==> src/rtl/core_boot_pkg.sv <==
// Shared definitions for the RV32 boot sequencer: FSM states, image magic and error codes.
package core_boot_pkg;

    typedef enum logic [2:0] {
        ST_WAIT_MAGIC,
        ST_WAIT_LEN,
        ST_LOAD,
        ST_CHECK,
        ST_RELEASE,
        ST_START,
        ST_RUN,
        ST_ERROR
    } boot_state_t;

    localparam logic [31:0] MAGIC_DEFAULT = 32'h52563332;

    localparam logic [1:0] ERR_NONE = 2'b00;
    localparam logic [1:0] ERR_LEN  = 2'b01;
    localparam logic [1:0] ERR_SUM  = 2'b10;

    // States in which the sequencer is consuming the image stream.
    function automatic logic accepts_stream(input boot_state_t s);
        return (s == ST_WAIT_MAGIC) || (s == ST_WAIT_LEN) ||
               (s == ST_LOAD)       || (s == ST_CHECK);
    endfunction

endpackage

==> src/rtl/core_boot_ctrl.sv <==
// Boot sequencer: receives an image stream, writes it to instruction memory,
// verifies its checksum, then releases the core from reset and pulses start.
module core_boot_ctrl
    import core_boot_pkg::*;
#(
    parameter int          IMEM_AW = 10,
    parameter logic [31:0] MAGIC   = MAGIC_DEFAULT
) (
    input  logic               clk,
    input  logic               rst,
    input  logic               s_valid,
    input  logic [31:0]        s_data,
    output logic               s_ready,
    input  logic               reload,
    output logic               imem_we,
    output logic [IMEM_AW-1:0] imem_waddr,
    output logic [31:0]        imem_wdata,
    output logic               core_rstn,
    output logic               core_start,
    output logic               busy,
    output logic               done,
    output logic [1:0]         err
);

    localparam logic [31:0] DEPTH = 32'(2 ** IMEM_AW);

    boot_state_t        state;
    logic [IMEM_AW-1:0] addr;
    logic [IMEM_AW:0]   remaining;
    logic [31:0]        sum;
    logic               xfer;

    assign s_ready = !rst && !reload && accepts_stream(state);
    assign busy    = !rst && accepts_stream(state);
    assign xfer    = s_valid && s_ready;

    always_ff @(posedge clk) begin
        if (rst) begin
            state      <= ST_WAIT_MAGIC;
            imem_we    <= 1'b0;
            imem_waddr <= '0;
            imem_wdata <= '0;
            core_rstn  <= 1'b0;
            core_start <= 1'b0;
            done       <= 1'b0;
            err        <= ERR_NONE;
            addr       <= '0;
            remaining  <= '0;
            sum        <= '0;
        end else begin
            imem_we    <= 1'b0;
            core_start <= 1'b0;
            if (reload) begin
                state     <= ST_WAIT_MAGIC;
                err       <= ERR_NONE;
                done      <= 1'b0;
                core_rstn <= 1'b0;
                addr      <= '0;
                remaining <= '0;
                sum       <= '0;
            end else begin
                case (state)
                    ST_WAIT_MAGIC: begin
                        if (xfer && s_data == MAGIC)
                            state <= ST_WAIT_LEN;
                    end
                    ST_WAIT_LEN: begin
                        if (xfer) begin
                            if (s_data == 32'd0 || s_data > DEPTH) begin
                                state <= ST_ERROR;
                                err   <= ERR_LEN;
                            end else begin
                                remaining <= s_data[IMEM_AW:0];
                                addr      <= '0;
                                sum       <= '0;
                                state     <= ST_LOAD;
                            end
                        end
                    end
                    ST_LOAD: begin
                        if (xfer) begin
                            imem_we    <= 1'b1;
                            imem_waddr <= addr;
                            imem_wdata <= s_data;
                            // Wraps only after the final legal word, when it is no longer used.
                            addr       <= addr + 1'b1;
                            sum        <= sum + s_data;
                            remaining  <= remaining - 1'b1;
                            if (remaining == (IMEM_AW + 1)'(1))
                                state <= ST_CHECK;
                        end
                    end
                    ST_CHECK: begin
                        if (xfer) begin
                            if (s_data == sum) begin
                                state     <= ST_RELEASE;
                                core_rstn <= 1'b1;
                            end else begin
                                state <= ST_ERROR;
                                err   <= ERR_SUM;
                            end
                        end
                    end
                    ST_RELEASE: begin
                        state      <= ST_START;
                        core_start <= 1'b1;
                    end
                    ST_START: begin
                        state <= ST_RUN;
                        done  <= 1'b1;
                    end
                    ST_RUN:   state <= ST_RUN;
                    ST_ERROR: state <= ST_ERROR;
                    default:  state <= ST_WAIT_MAGIC;
                endcase
            end
        end
    end

endmodule

==> config.mk <==
export PLATFORM = sky130hd
export DESIGN_NAME = core_boot_ctrl
export DESIGN_NICKNAME = d
export VERILOG_FILES = /design/src/rtl/core_boot_pkg.sv /design/src/rtl/core_boot_ctrl.sv
export SDC_FILE = /design/constraint.sdc
export NUM_CORES = 1
export LEC_CHECK = 0
export CAP_MARGIN = 5
export CELL_PAD_IN_SITES_DETAIL_PLACEMENT = 0
export CELL_PAD_IN_SITES_GLOBAL_PLACEMENT = 1
export CORE_ASPECT_RATIO = 1.75
export CORE_MARGIN = 1.5
export CORE_UTILIZATION = 25
export DETAILED_ROUTE_END_ITERATION = 8
export PLACE_DENSITY = 0.64
export SLEW_MARGIN = 20
export SYNTH_ARGS = -nofsm -noshare
export SYNTH_HDL_FRONTEND = slang
export SYNTH_SLANG_ARGS = --single-unit
==> constraint.sdc <==
create_clock -name clk -period 6.6 [get_ports clk]
set_input_delay 1.65 -clock clk [delete_from_list [all_inputs] [get_ports clk]]
set_output_delay 1.65 -clock clk [all_outputs]
set_load 0.01 [all_outputs]
Word level (Yosys, flattened, before mapping)

Index checks and enable logic that the tools add are counted.

Reductions and logical operators: 23
$add $sub $neg: 3
Multiplexer cells: 27
$lt $le $gt $ge: 1
Equality and inequality tests: 18
Bitwise logic cells: 2

Operators by type and width:

| kind                  | count |
|---|---|
| $mux 32               | 3 |
| $pmux 32 s2           | 1 |
| $mux 11               | 3 |
| $add 32x32->32        | 1 |
| $eq 32x31->1 const B  | 1 |
| $eq 32x32->1          | 1 |
| $gt 32x11->1 const B  | 1 |
| $logic_not 32->1      | 1 |
| $mux 10               | 3 |
| $pmux 11 s2           | 1 |
| $pmux 3 s7            | 1 |
| $pmux 10 s2           | 1 |
| $mux 3                | 6 |
| $eq 3x3->1 const B    | 4 |
| $eq 11x1->1 const B   | 1 |
| $sub 11x1->11 const B | 1 |
| $add 10x1->10 const B | 1 |
| $mux 2                | 5 |
| $ne 2x2->1 const B    | 5 |
| $reduce_and 5->1      | 2 |
| $eq 3x2->1 const B    | 2 |
| $ne 2x1->1 const B    | 3 |
| $reduce_and 3->1      | 2 |
| $logic_and 1x1->1     | 5 |
| other kinds (11)      | 19 |

Register bits after elaboration: 104
Output and inout bits: 50
Word-level logic and storage cells: 85

Logic depth before layout (Yosys ltp)

Word-level depth: 9
Depth in mapped cells: 11
Mapped depth without buffers: 10

Worst setup path after synthesis

No wires, ideal clock.

Path kind: input -> output
Start point: input rst
End point: output s_ready
Stages: 4
Buffers on the path: 2
Arrival: 2,357 ps
Data required time: 4,950 ps
Slack: 2,593 ps
Cells stage by stage: buf_2 -> or2_1 -> clkbuf_1 -> nor2_1

Longest elaborated chain between the ends: 3

RTL lines:

| item                            | line                 | RTL |
|---|---|---|
| from (decl)                     | core_boot_ctrl.sv:10 | `input logic rst,` |
| $logic_not 1->1                 | core_boot_ctrl.sv:33 | `assign s_ready = !rst && !reload && accepts_stream(state);` |
| $logic_and 1x1->1 (2 in series) | core_boot_ctrl.sv:33 |  |
| to (decl)                       | core_boot_ctrl.sv:13 | `output logic s_ready,` |

Every way passes these cells.

Final worst setup path

Same ends and word-level chain as after synthesis.

==> metrics.cfg <==
[status]
status = finished, final reports clean

[detailed_routing]
vias = 5629
wl_per_cell_um = 17.4
drc_errors = 0
first_iter_violations = 378
vias_per_cell = 4.98
wirelength_um = 19600
ant_nets = 0
firstDrtPassIters = 5

[floorplanning]
die_h_um = 208
ioPinCount = 86
core_um2 = 23800
dieArea_um2 = 25000
start_util = 0.252
placementRows = 75
fp.dieW_um = 120

[synth]
ys_ff_latch = 104
synth_area_leader_cell = dfxtp_1
yosys-top-cells-area = dfxtp_1 (35%), nand2_1 (9.1%), ha_1 (7.1%), a21oi_1 (7.0%), nor2_1 (3.9%)
syn_nets = 837
synth_top_area_share = 0.346
yosysSeqAreaShare = 0.346
yosys-top-cells-count = nand2_1 (146), dfxtp_1 (104), a21oi_1 (84)
synth.most_common_cell = nand2_1
syn_area_per_cell_um2 = 7.86
syn_inst = 766
async_reset_ff_frac = 0
synth_edf_count = 0
yosysUniqueCellTypes = 74
yosys_warnings = 0
synth_ff_type = dfxtp_1
syn_area_um2 = 6020

[global_routing]
grt_pass1_wl_um = 30700
grt_pass1_vias = 5460
grt_max_degree = 68
antenna_found_initial = 0
grt_use_total = 0.158
grt_overflow = 0

[run]
cap_violations = 0

[cts]
root_buffer = clkbuf_16
worstSkewPairLatency_ns = 0.37
cts_hold_buf = 0
cts-htree-levels = 3
max-clock-path-buffers = 2
cts.sinks = 104
cts_setup_buffers = 0
cts_resized = 0
cts_buffers = 9
cts_tree = done
clk_pin_slew_ns = 0.08

[placed_design]
hpwlAfterDp_um = 14400
portBuffers = 85
gp_congestion = 0.812
pre_cts_ws_ns = 1.69

[sta]
period_share = 0.733
finalHoldViolCount = 0
skew_ns = 0.0161
worst_slack_ns = 1.76
maxSlewViolCount = 0
fin_hold_ws_ns = 0.448
worst_pin_slew_ns = 1.08
setup_viol = 0
rsz0062_at_grt = false
tns_ns = 0
fmaxAchievable_ghz = 0.207
relSlewSlack = 0.280
fin_crit_ns = 4.84

[setup_path]
worstPathArrival_ns = 3.19
r2r_cells = 9
startpoint_type = input port
critPathCaptureType = output port
crit_start = rst
path_max_fanout = 45
worstSetupPathType = input port to output port
r2r_start = sum[0]
crit_end = s_ready
r2r-end = sum[28]
r2r_slack_ns = 3.63
worst_ep_required_time_ns = 4.95

[layout]
fin_nets = 889
drive_above_1_share = 0.0571
seq_area_um2 = 2080
utilization = 0.305
fill_cells = 2611
multi_input_area_um2 = 3590
area_growth_pct = 21.0
antenna_cells = 0

[power_and_ir_drop]
p_leak_nw = 2.62
power_mw = 1.27
power_density_nw_per_um2 = 175
vdd_ir_drop_max_mv = 0.116

[hold_path]
hp-class = register to register

-- routing by layer --
| layer | part of all wire | up-vias | track usage |
|---|---|---|---|
| met2 | 0.54 | 103 | 0.299 |
| met1 | 0.41 | 2648 | 0.179 |
| met5 | 0 | - | 0 |
| met3 | 0.024 | 25 | 0.0156 |
| met4 | 0.027 | 0 | 0.0604 |
| li1 | - | 2853 | - |
-- sequential cells by signal (all words and copies together) (netlist names) --
| name | count |
|---|---|
| addr | 10 |
| core_start | 1 |
| core_rstn | 1 |
| imem_we | 1 |
| imem_wdata | 32 |
| remaining | 11 |
| done | 1 |
| state | 3 |
| err | 2 |
| sum | 32 |
| imem_waddr | 10 |
-- cell families after synthesis --
kind of cell,count (synthesis),synth area share
flops,104,0.346
simple gates,306,0.237
buf+inv,62,0.0572
mux,1,0.00166
compound gates,226,0.238
fa+ha+maj,35,0.0740
xor+xnor,32,0.0466
-- per-stage QoR --
step	instances	cell area, um2
after floorplan	766	6020
after global placement	1115	6990
after detailed placement	1115	6990
after CTS	1131	7280
after global routing	1131	7280
final	1131	7280
-- cell usage in the layout (no fill, tap or decap), types with 4 or more instances in the layout --
cell type	instances
ha_1	34
inv_1	11
nor4_1	16
xnor2_1	21
a22oi_1	19
nand2_1	145
buf_4	5
a31oi_1	11
o21a_1	5
o21ai_0	27
a211oi_1	6
o21ai_1	17
clkbuf_16	9
and3_1	10
nand4_1	15
nor2_1	63
a21o_1	20
nand3_1	13
a21oi_1	84
clkdlybuf4s50_1	84
dfxtp_1	104
nor3_1	12
xor2_1	11
nand2b_1	4
-- power breakdown --
group	switching [mW]	internal, mW	leakage, nW	total [mW]
clock network	0.270	0.264	0.143	0.534
registers	0.000000000000935	0.627	0.837	0.627
logic	0.0689	0.0411	1.64	0.110
total	0.339	0.932	2.62	1.27
-- critical path: stages --
cell             delay [ns]
buf_2                  0.72
or2_1                  0.22
nor2_1                 0.07
clkdlybuf4s50_1        0.50
-- worst min-delay path by stage --
| stage | from | endpoint | cells after the start |
|---|---|---|---|
| 4_1_cts | core_rstn | core_rstn | 2 |
| 3_5_place_dp | core_rstn | core_rstn | 2 |
| 2_1_floorplan | sum[22] | sum[22] | 2 |
| 5_1_grt | imem_wdata[0] | imem_wdata[0] | 2 |
| 6_report | core_rstn | core_rstn | 2 |
| 3_3_place_gp | core_rstn | core_rstn | 2 |
-- layout make-up --
class	count	area share
clock buffers	9	0.0309
clock inverters	7	0.00825
inverters	13	0.00670
multi-input cells	600	0.494
flip-flops and latches	104	0.286
well taps	308	0.0529
repair buffers	90	0.121
Note: power is estimated with default switching activity, not from simulation.
